File: config.mk
export PLATFORM = sky130hd
export DESIGN_NAME = uart_byte_tx
export DESIGN_NICKNAME = d
export VERILOG_FILES = /design/src/rtl/uart_pkg.sv /design/src/rtl/uart_baud_gen.sv /design/src/rtl/uart_byte_tx.sv
export SDC_FILE = /design/constraint.sdc
export NUM_CORES = 1
export LEC_CHECK = 0
export CAP_MARGIN = 20
export CORE_MARGIN = 1
export CORE_UTILIZATION = 50
export CTS_CLUSTER_DIAMETER = 50
export DETAILED_ROUTE_END_ITERATION = 10
export PLACE_DENSITY = 0.71
export REMOVE_ABC_BUFFERS = 1
export SYNTH_ARGS = -nofsm -noshare
export SYNTH_HDL_FRONTEND = slang
export SYNTH_SLANG_ARGS = --single-unit
File: constraint.sdc
create_clock -name clk -period 6.4 [get_ports clk]
set_clock_uncertainty 0.05 [all_clocks]
set_input_delay 1.6 -clock clk [delete_from_list [all_inputs] [get_ports clk]]
set_output_delay 1.6 -clock clk [all_outputs]
set_load 0.02 [all_outputs]
File: src/rtl/uart_pkg.sv
// Shared UART transmit definitions: baud-select encodings, rate table,
// bit-period arithmetic and frame geometry.
package uart_pkg;

  localparam int FRAME_LEN = 10;

  typedef enum logic [2:0] {
    BAUD_9600   = 3'd0,
    BAUD_19200  = 3'd1,
    BAUD_38400  = 3'd2,
    BAUD_57600  = 3'd3,
    BAUD_115200 = 3'd4
  } baud_sel_e;

  localparam int BAUD_RATE [5] = '{9600, 19200, 38400, 57600, 115200};

  typedef enum logic {
    ST_IDLE = 1'b0,
    ST_BUSY = 1'b1
  } tx_state_e;

  function automatic int calc_div(input int clk_freq, input int baud);
    return clk_freq / baud;
  endfunction

  // The slowest rate has the longest period, so it sets the counter width.
  function automatic int div_width(input int clk_freq);
    return $clog2(calc_div(clk_freq, BAUD_RATE[0]));
  endfunction

endpackage

File: src/rtl/uart_baud_gen.sv
// Bit-period divider: counts clocks while enabled and emits a one-cycle tick
// on the last clock of each bit period selected by the latched baud code.
module uart_baud_gen
  import uart_pkg::*;
#(
  parameter int CLK_FREQ = 50_000_000
) (
  input  logic       clk,
  input  logic       rst_n,
  input  logic       i_en,
  input  logic [2:0] i_baud_set,
  output logic       o_bit_tick
);

  localparam int CNT_W = div_width(CLK_FREQ);

  localparam logic [CNT_W-1:0] DIV_M1_0 = CNT_W'(calc_div(CLK_FREQ, BAUD_RATE[0]) - 1);
  localparam logic [CNT_W-1:0] DIV_M1_1 = CNT_W'(calc_div(CLK_FREQ, BAUD_RATE[1]) - 1);
  localparam logic [CNT_W-1:0] DIV_M1_2 = CNT_W'(calc_div(CLK_FREQ, BAUD_RATE[2]) - 1);
  localparam logic [CNT_W-1:0] DIV_M1_3 = CNT_W'(calc_div(CLK_FREQ, BAUD_RATE[3]) - 1);
  localparam logic [CNT_W-1:0] DIV_M1_4 = CNT_W'(calc_div(CLK_FREQ, BAUD_RATE[4]) - 1);

  logic [CNT_W-1:0] r_cnt;
  logic [CNT_W-1:0] w_div_m1;

  // Unused codes fall back to the slowest rate.
  always_comb begin
    w_div_m1 = DIV_M1_0;
    case (i_baud_set)
      BAUD_19200:  w_div_m1 = DIV_M1_1;
      BAUD_38400:  w_div_m1 = DIV_M1_2;
      BAUD_57600:  w_div_m1 = DIV_M1_3;
      BAUD_115200: w_div_m1 = DIV_M1_4;
      default:     w_div_m1 = DIV_M1_0;
    endcase
  end

  assign o_bit_tick = i_en && (r_cnt == w_div_m1);

  always_ff @(posedge clk or negedge rst_n) begin
    if (!rst_n) begin
      r_cnt <= '0;
    end else if (!i_en || o_bit_tick) begin
      r_cnt <= '0;
    end else begin
      r_cnt <= r_cnt + 1'b1;
    end
  end

endmodule

File: src/rtl/uart_byte_tx.sv
// Single-byte UART transmitter: 8N1 framing, idle-high line, selectable baud,
// one-cycle done pulse; requests arriving mid-frame are dropped.
module uart_byte_tx
  import uart_pkg::*;
#(
  parameter int CLK_FREQ = 50_000_000
) (
  input  logic       clk,
  input  logic       rst_n,
  input  logic [7:0] data_byte,
  input  logic       send_en,
  input  logic [2:0] baud_set,
  output logic       uart_tx,
  output logic       tx_done,
  output logic       uart_state
);

  localparam logic [3:0] LAST_BIT = 4'(FRAME_LEN - 1);
  localparam logic [3:0] STOP_BIT = 4'(FRAME_LEN - 2);

  tx_state_e  r_state;
  logic [7:0] r_data;
  logic [2:0] r_baud;
  logic [3:0] r_bit_idx;
  logic       w_bit_tick;

  uart_baud_gen #(
    .CLK_FREQ (CLK_FREQ)
  ) u_baud_gen (
    .clk        (clk),
    .rst_n      (rst_n),
    .i_en       (r_state == ST_BUSY),
    .i_baud_set (r_baud),
    .o_bit_tick (w_bit_tick)
  );

  always_ff @(posedge clk or negedge rst_n) begin
    if (!rst_n) begin
      r_state    <= ST_IDLE;
      r_data     <= '0;
      r_baud     <= '0;
      r_bit_idx  <= '0;
      uart_tx    <= 1'b1;
      tx_done    <= 1'b0;
      uart_state <= 1'b0;
    end else begin
      tx_done <= 1'b0;
      case (r_state)
        ST_IDLE: begin
          uart_tx <= 1'b1;
          if (send_en) begin
            r_state    <= ST_BUSY;
            r_data     <= data_byte;
            r_baud     <= baud_set;
            r_bit_idx  <= '0;
            uart_state <= 1'b1;
            uart_tx    <= 1'b0;
          end
        end
        ST_BUSY: begin
          if (w_bit_tick) begin
            if (r_bit_idx == LAST_BIT) begin
              r_state    <= ST_IDLE;
              r_bit_idx  <= '0;
              uart_state <= 1'b0;
              tx_done    <= 1'b1;
              uart_tx    <= 1'b1;
            end else begin
              r_bit_idx <= r_bit_idx + 1'b1;
              // Drive the bit that the index is about to point at.
              if (r_bit_idx == STOP_BIT) begin
                uart_tx <= 1'b1;
              end else begin
                uart_tx <= r_data[r_bit_idx[2:0]];
              end
            end
          end
        end
        default: r_state <= ST_IDLE;
      endcase
    end
  end

endmodule

# == Word-level counts from Yosys, hierarchy flattened ==
# Cells that the tools add are included.
# totals
regBits,32
latch_bits,0
ram_bits,0
rom_bits,0
in_bits,14
output_inout_bits,3
elab_cells,52
mem_count,0
# op_classes
addsub,2
mul,0
n_div,0
magnitude_cmp,1
eq_ne,10
n_shift,0
mux,24
bitwise_logic,1
reduce_logical,6
# ops
operator,count
$pmux 13 s4,1
$mux 1,14
$add 13x1->13 const B,1
$eq 13x13->1,1
$mux 13,1
$mux 4,3
$eq 4x4->1 const B,2
$pmux 4 s2,1
$eq 3x2->1 const B,2
$pmux 1 s2,3
$add 4x1->4 const B,1
$lt 3x4->1 const B,1
$ne 2x1->1 const B,2
$reduce_and 2->1,2
$bmux 1 s3,1
$eq 3x1->1 const B,1
$eq 3x3->1 const B,1
$reduce_and 3->1,1
$ne 2x2->1 const B,1
$logic_and 1x1->1,1
$logic_not 1->1,1
$logic_or 1x1->1,1
$not 1->1,1

# == Depth between registers and ports, before layout ==
# depth
ltp_word,6
mapped_depth,8
depth_no_buf,6

# == Modules after synthesis ==
# Synthesis repeated with hierarchy kept, for this count alone.
# unflattened
cells_unflattened,157
area_unflattened_um2,1746.7
# by_module_without_submodules
module,instances,cells_per_inst,area_per_inst_um2,seq_area_each_um2
uart_baud_gen,1,89,908.4,325.3
uart_byte_tx,1,68,838.3,476.7

# == Worst setup path after synthesis ==
# No wires, ideal clock.
# synth_timing
path_type,input-to-reg
from,in send_en
to,reg r_baud[0]
setup_ns,0.125
arrival_time_ns,2.589
path_slack_ns,3.636
stages,3
n_path_buf,1
cell_sequence,nor2b_1 > clkbuf_1 > mux2_2
# synth_via
elab_chain_len,1
# synth_lines
item,line_no,text
from (decl),uart_byte_tx.sv:11,"input logic send_en,"
$reduce_and 2->1 (no source line),--,
to (signal assigned),uart_byte_tx.sv:54,r_baud <= baud_set;
to (decl),uart_byte_tx.sv:23,logic [2:0] r_baud;
# Every way passes these cells.
# A chain may end at the register's enable or synchronous reset.

# == Worst setup path in the final report ==
# layout_timing
from,reg uart_tx
to,out uart_tx
# layout_rtl
item,line_no,text
from (decl),uart_byte_tx.sv:13,"output logic uart_tx,"
from (signal assigned),uart_byte_tx.sv:74,uart_tx <= r_data[r_bit_idx[2:0]];
# No word-level cell between the ends.

==> qor.yml <==
worst_hold_path:
  min_path_type: "flip-flop to flip-flop"
run:
  max_cap_violations: 0
finish:
  drive_above_1_share: 0.138
  insertedDiodeCount: 0
  area_growth_pct: 16.0
  multi_input_area_sq_um: 927
  final.fill_count: 289
  final_util: 0.611
  nets: 210
  regArea_sq_um: 802
drt:
  vias: 1399
  vias_per_cell: 5.78
  final_antenna_net_count: 0
  wirelength_mm: 3.60
  wl_per_cell_um: 14.9
  drt_iter0_markers: 71
  drt-pass1-iter-count: 4
  drcViolationCount: 0
timing:
  post-route-min-period_ns: 3.12
  fmax_ghz: 0.320
  holdWs_ns: 0.465
  drv_slew: 0
  worst_slew_pin_slew_ns: 0.813
  finalSetupViolations: 0
  hold_violations: 0
  rsz0062_at_grt: "no"
  period_share: 0.488
  relSlewSlack: 0.454
  tns_ns: 0
critical_path:
  cp_top_family: "buffers and inverters"
  crit_slowest_cell: "clkdlybuf4s50_1"
  cp.required_ns: 4.75
  path_class: "flip-flop to output pin"
  crit_buf_inv: 1
  path_max_fanout: 2
  critPathCaptureType: "output pin"
  rrSetupSlack_ns: 3.63
  cp_slowest_stage_delay_ns: 0.59
  crit_path_start_kind: "flip-flop"
  worstPathArrival_ns: 1.47
  crit_chain: "clkdlybuf4s50_1"
grt:
  grt_max_degree: 33
  grtUsageMet1: 0.238
  grt_pass1_wl_mm: 5.85
  gr-usage-met2: 0.395
  first_global_vias: 1367
  grt_util_met3: 0.0518
  grt_usage: 0.217
  antenna_found_initial: 0
  grt_overflow: 0
  busiest_layer: "met2"
place:
  numPortBuffers: 16
  finalWeightedCongestion: 0.836
  dp_hpwl_mm: 2.66
synth:
  synthFlopType: "dfrtp_1"
  synth_commonest_cells: "dfrtp_1, nor2_1, nand2_1"
  synth_area_leaders: "dfrtp_1, mux2_2, nor2_1, xor2_1, nand2_1"
  yosysMostFrequentCell: "dfrtp_1"
  synth_top_cell_area_share: 0.434
  ys_ff_latch: 32
  syn_inst: 179
  ys_types: 46
  syn_area_sq_um: 1790
  synth_async_sr_flop_share: 1.00
  synth-seq-area-share: 0.449
  avgSynthCellArea_sq_um: 9.97
  synth_top_area_cell: "dfrtp_1"
  synth_edf_count: 0
  yosys_warnings: 0
cts:
  cts.repair.resized: 0
  cts_hold_buf: 0
  clk_pin_slew_worst_paths_ns: 0.10
  cts.sinks: 32
  cts_tree: "built"
  root_buffer: "clkbuf_4"
  cts_buffer_depth: 2
  postCtsSetupRepairBufs: 0
  cts_inserted_buffers: 5
  clk_latency_ns: 0.34
  htree_levels: 2
floorplan:
  dieHeight_um: 61.8
  die_x_um: 61.8
  start_util: 0.527
  pin_count: 17
  coreArea_sq_um: 3390
  dieArea_sq_um: 3810
  rows: 21
power:
  p_leak_nw: 0.868
  power_density_nw_per_um2: 287
  irDropWorstVdd_mv: 0.131
  p_total_mw: 0.594
status:
  outcome: "finished clean"
[kinds of logic after synthesis]
group,synth area share
AO/OA/AOI/OAI,0.119
multiplexers,0.111
flip-flops,0.449
XOR/XNOR,0.0589
buffers and inverters,0.0315
adder cells (fa/ha/maj),0.00701
AND/OR/NAND/NOR,0.223
[layer usage]
layer / wire [um] / vias up / share of wire
met5: 0 / - / 0
li1: - / 669 / -
met3: 135 / 11 / 0.038
met4: 82 / 0 / 0.023
met1: 1470 / 686 / 0.41
met2: 1910 / 33 / 0.53
[through the flow]
step / instances / setup WS (ns) / area [sq um]
2_1_floorplan: 170 / 3.59 / 1740
3_3_place_gp: 233 / 2.88 / 1970
3_5_place_dp: 233 / 2.77 / 1970
4_1_cts: 241 / 3.14 / 2060
5_1_grt: 242 / 3.23 / 2070
6_report: 242 / 3.28 / 2070
[final timing paths]
check | startpoint | to | cells past startpoint
worst min register to register | r_data[4]$_DFFE_PN0P_ | r_data[4]$_DFFE_PN0P_ | 1
worst max-delay path | uart_tx$_DFFE_PN1N_ | uart_tx | 1
worst max register to register | r_baud[0]$_DFFE_PN0P_ | u_baud_gen.r_cnt[11]$_DFF_PN0_ | 6
worst min-delay path | r_data[4]$_DFFE_PN0P_ | r_data[4]$_DFFE_PN0P_ | 1
max in group asynchronous | rst_n | uart_tx$_DFFE_PN1N_ | 2
min in group asynchronous | rst_n | r_baud[2]$_DFFE_PN0P_ | 2
[area by class of cell]
| class | count | area share |
|---|---|---|
| multi-input combinational | 134 | 0.447 |
| sequential | 32 | 0.387 |
| timing repair buffer | 18 | 0.0845 |
| clock buffer | 7 | 0.0314 |
| tap | 46 | 0.0278 |
| clock inverter | 1 | 0.0145 |
| inverter | 4 | 0.00725 |
[power by group]
group | switching, mW | total (mW) | internal (mW)
Combinational | 0.0622 | 0.135 | 0.0732
Clock | 0.0692 | 0.173 | 0.104
Sequential | 0.0500 | 0.285 | 0.235
Total | 0.181 | 0.594 | 0.412
[registers in the layout (all words and copies together) (netlist names)]
| register | count |
|---|---|
| r_baud | 3 |
| r_bit_idx | 4 |
| r_data | 8 |
| r_state | 1 |
| tx_done | 1 |
| u_baud_gen.r_cnt | 13 |
| uart_state | 1 |
| uart_tx | 1 |
[cells in the final DEF (no fill, tap or decap), types with 3 or more instances in the layout]
| master | synthesis | layout |
|---|---|---|
| clkbuf_4 | 0 | 5 |
| a21oi_1 | 5 | 5 |
| nor3_1 | 3 | 3 |
| xor2_1 | 7 | 7 |
| nand3_1 | 7 | 7 |
| inv_1 | 4 | 4 |
| nor4bb_1 | 3 | 3 |
| clkdlybuf4s50_1 | 0 | 16 |
| o211ai_1 | 4 | 4 |
| xnor2_1 | 5 | 5 |
| nand2_1 | 13 | 13 |
| dfrtp_1 | 31 | 31 |
| nand2b_1 | 4 | 4 |
| mux2i_1 | 3 | 3 |
| o21ai_0 | 3 | 3 |
| nor2b_1 | 4 | 4 |
| mux2_2 | 12 | 12 |
| nor2_1 | 22 | 22 |
| nor3b_1 | 3 | 3 |
| and3_1 | 6 | 6 |
(Power assumes the default switching activity.)
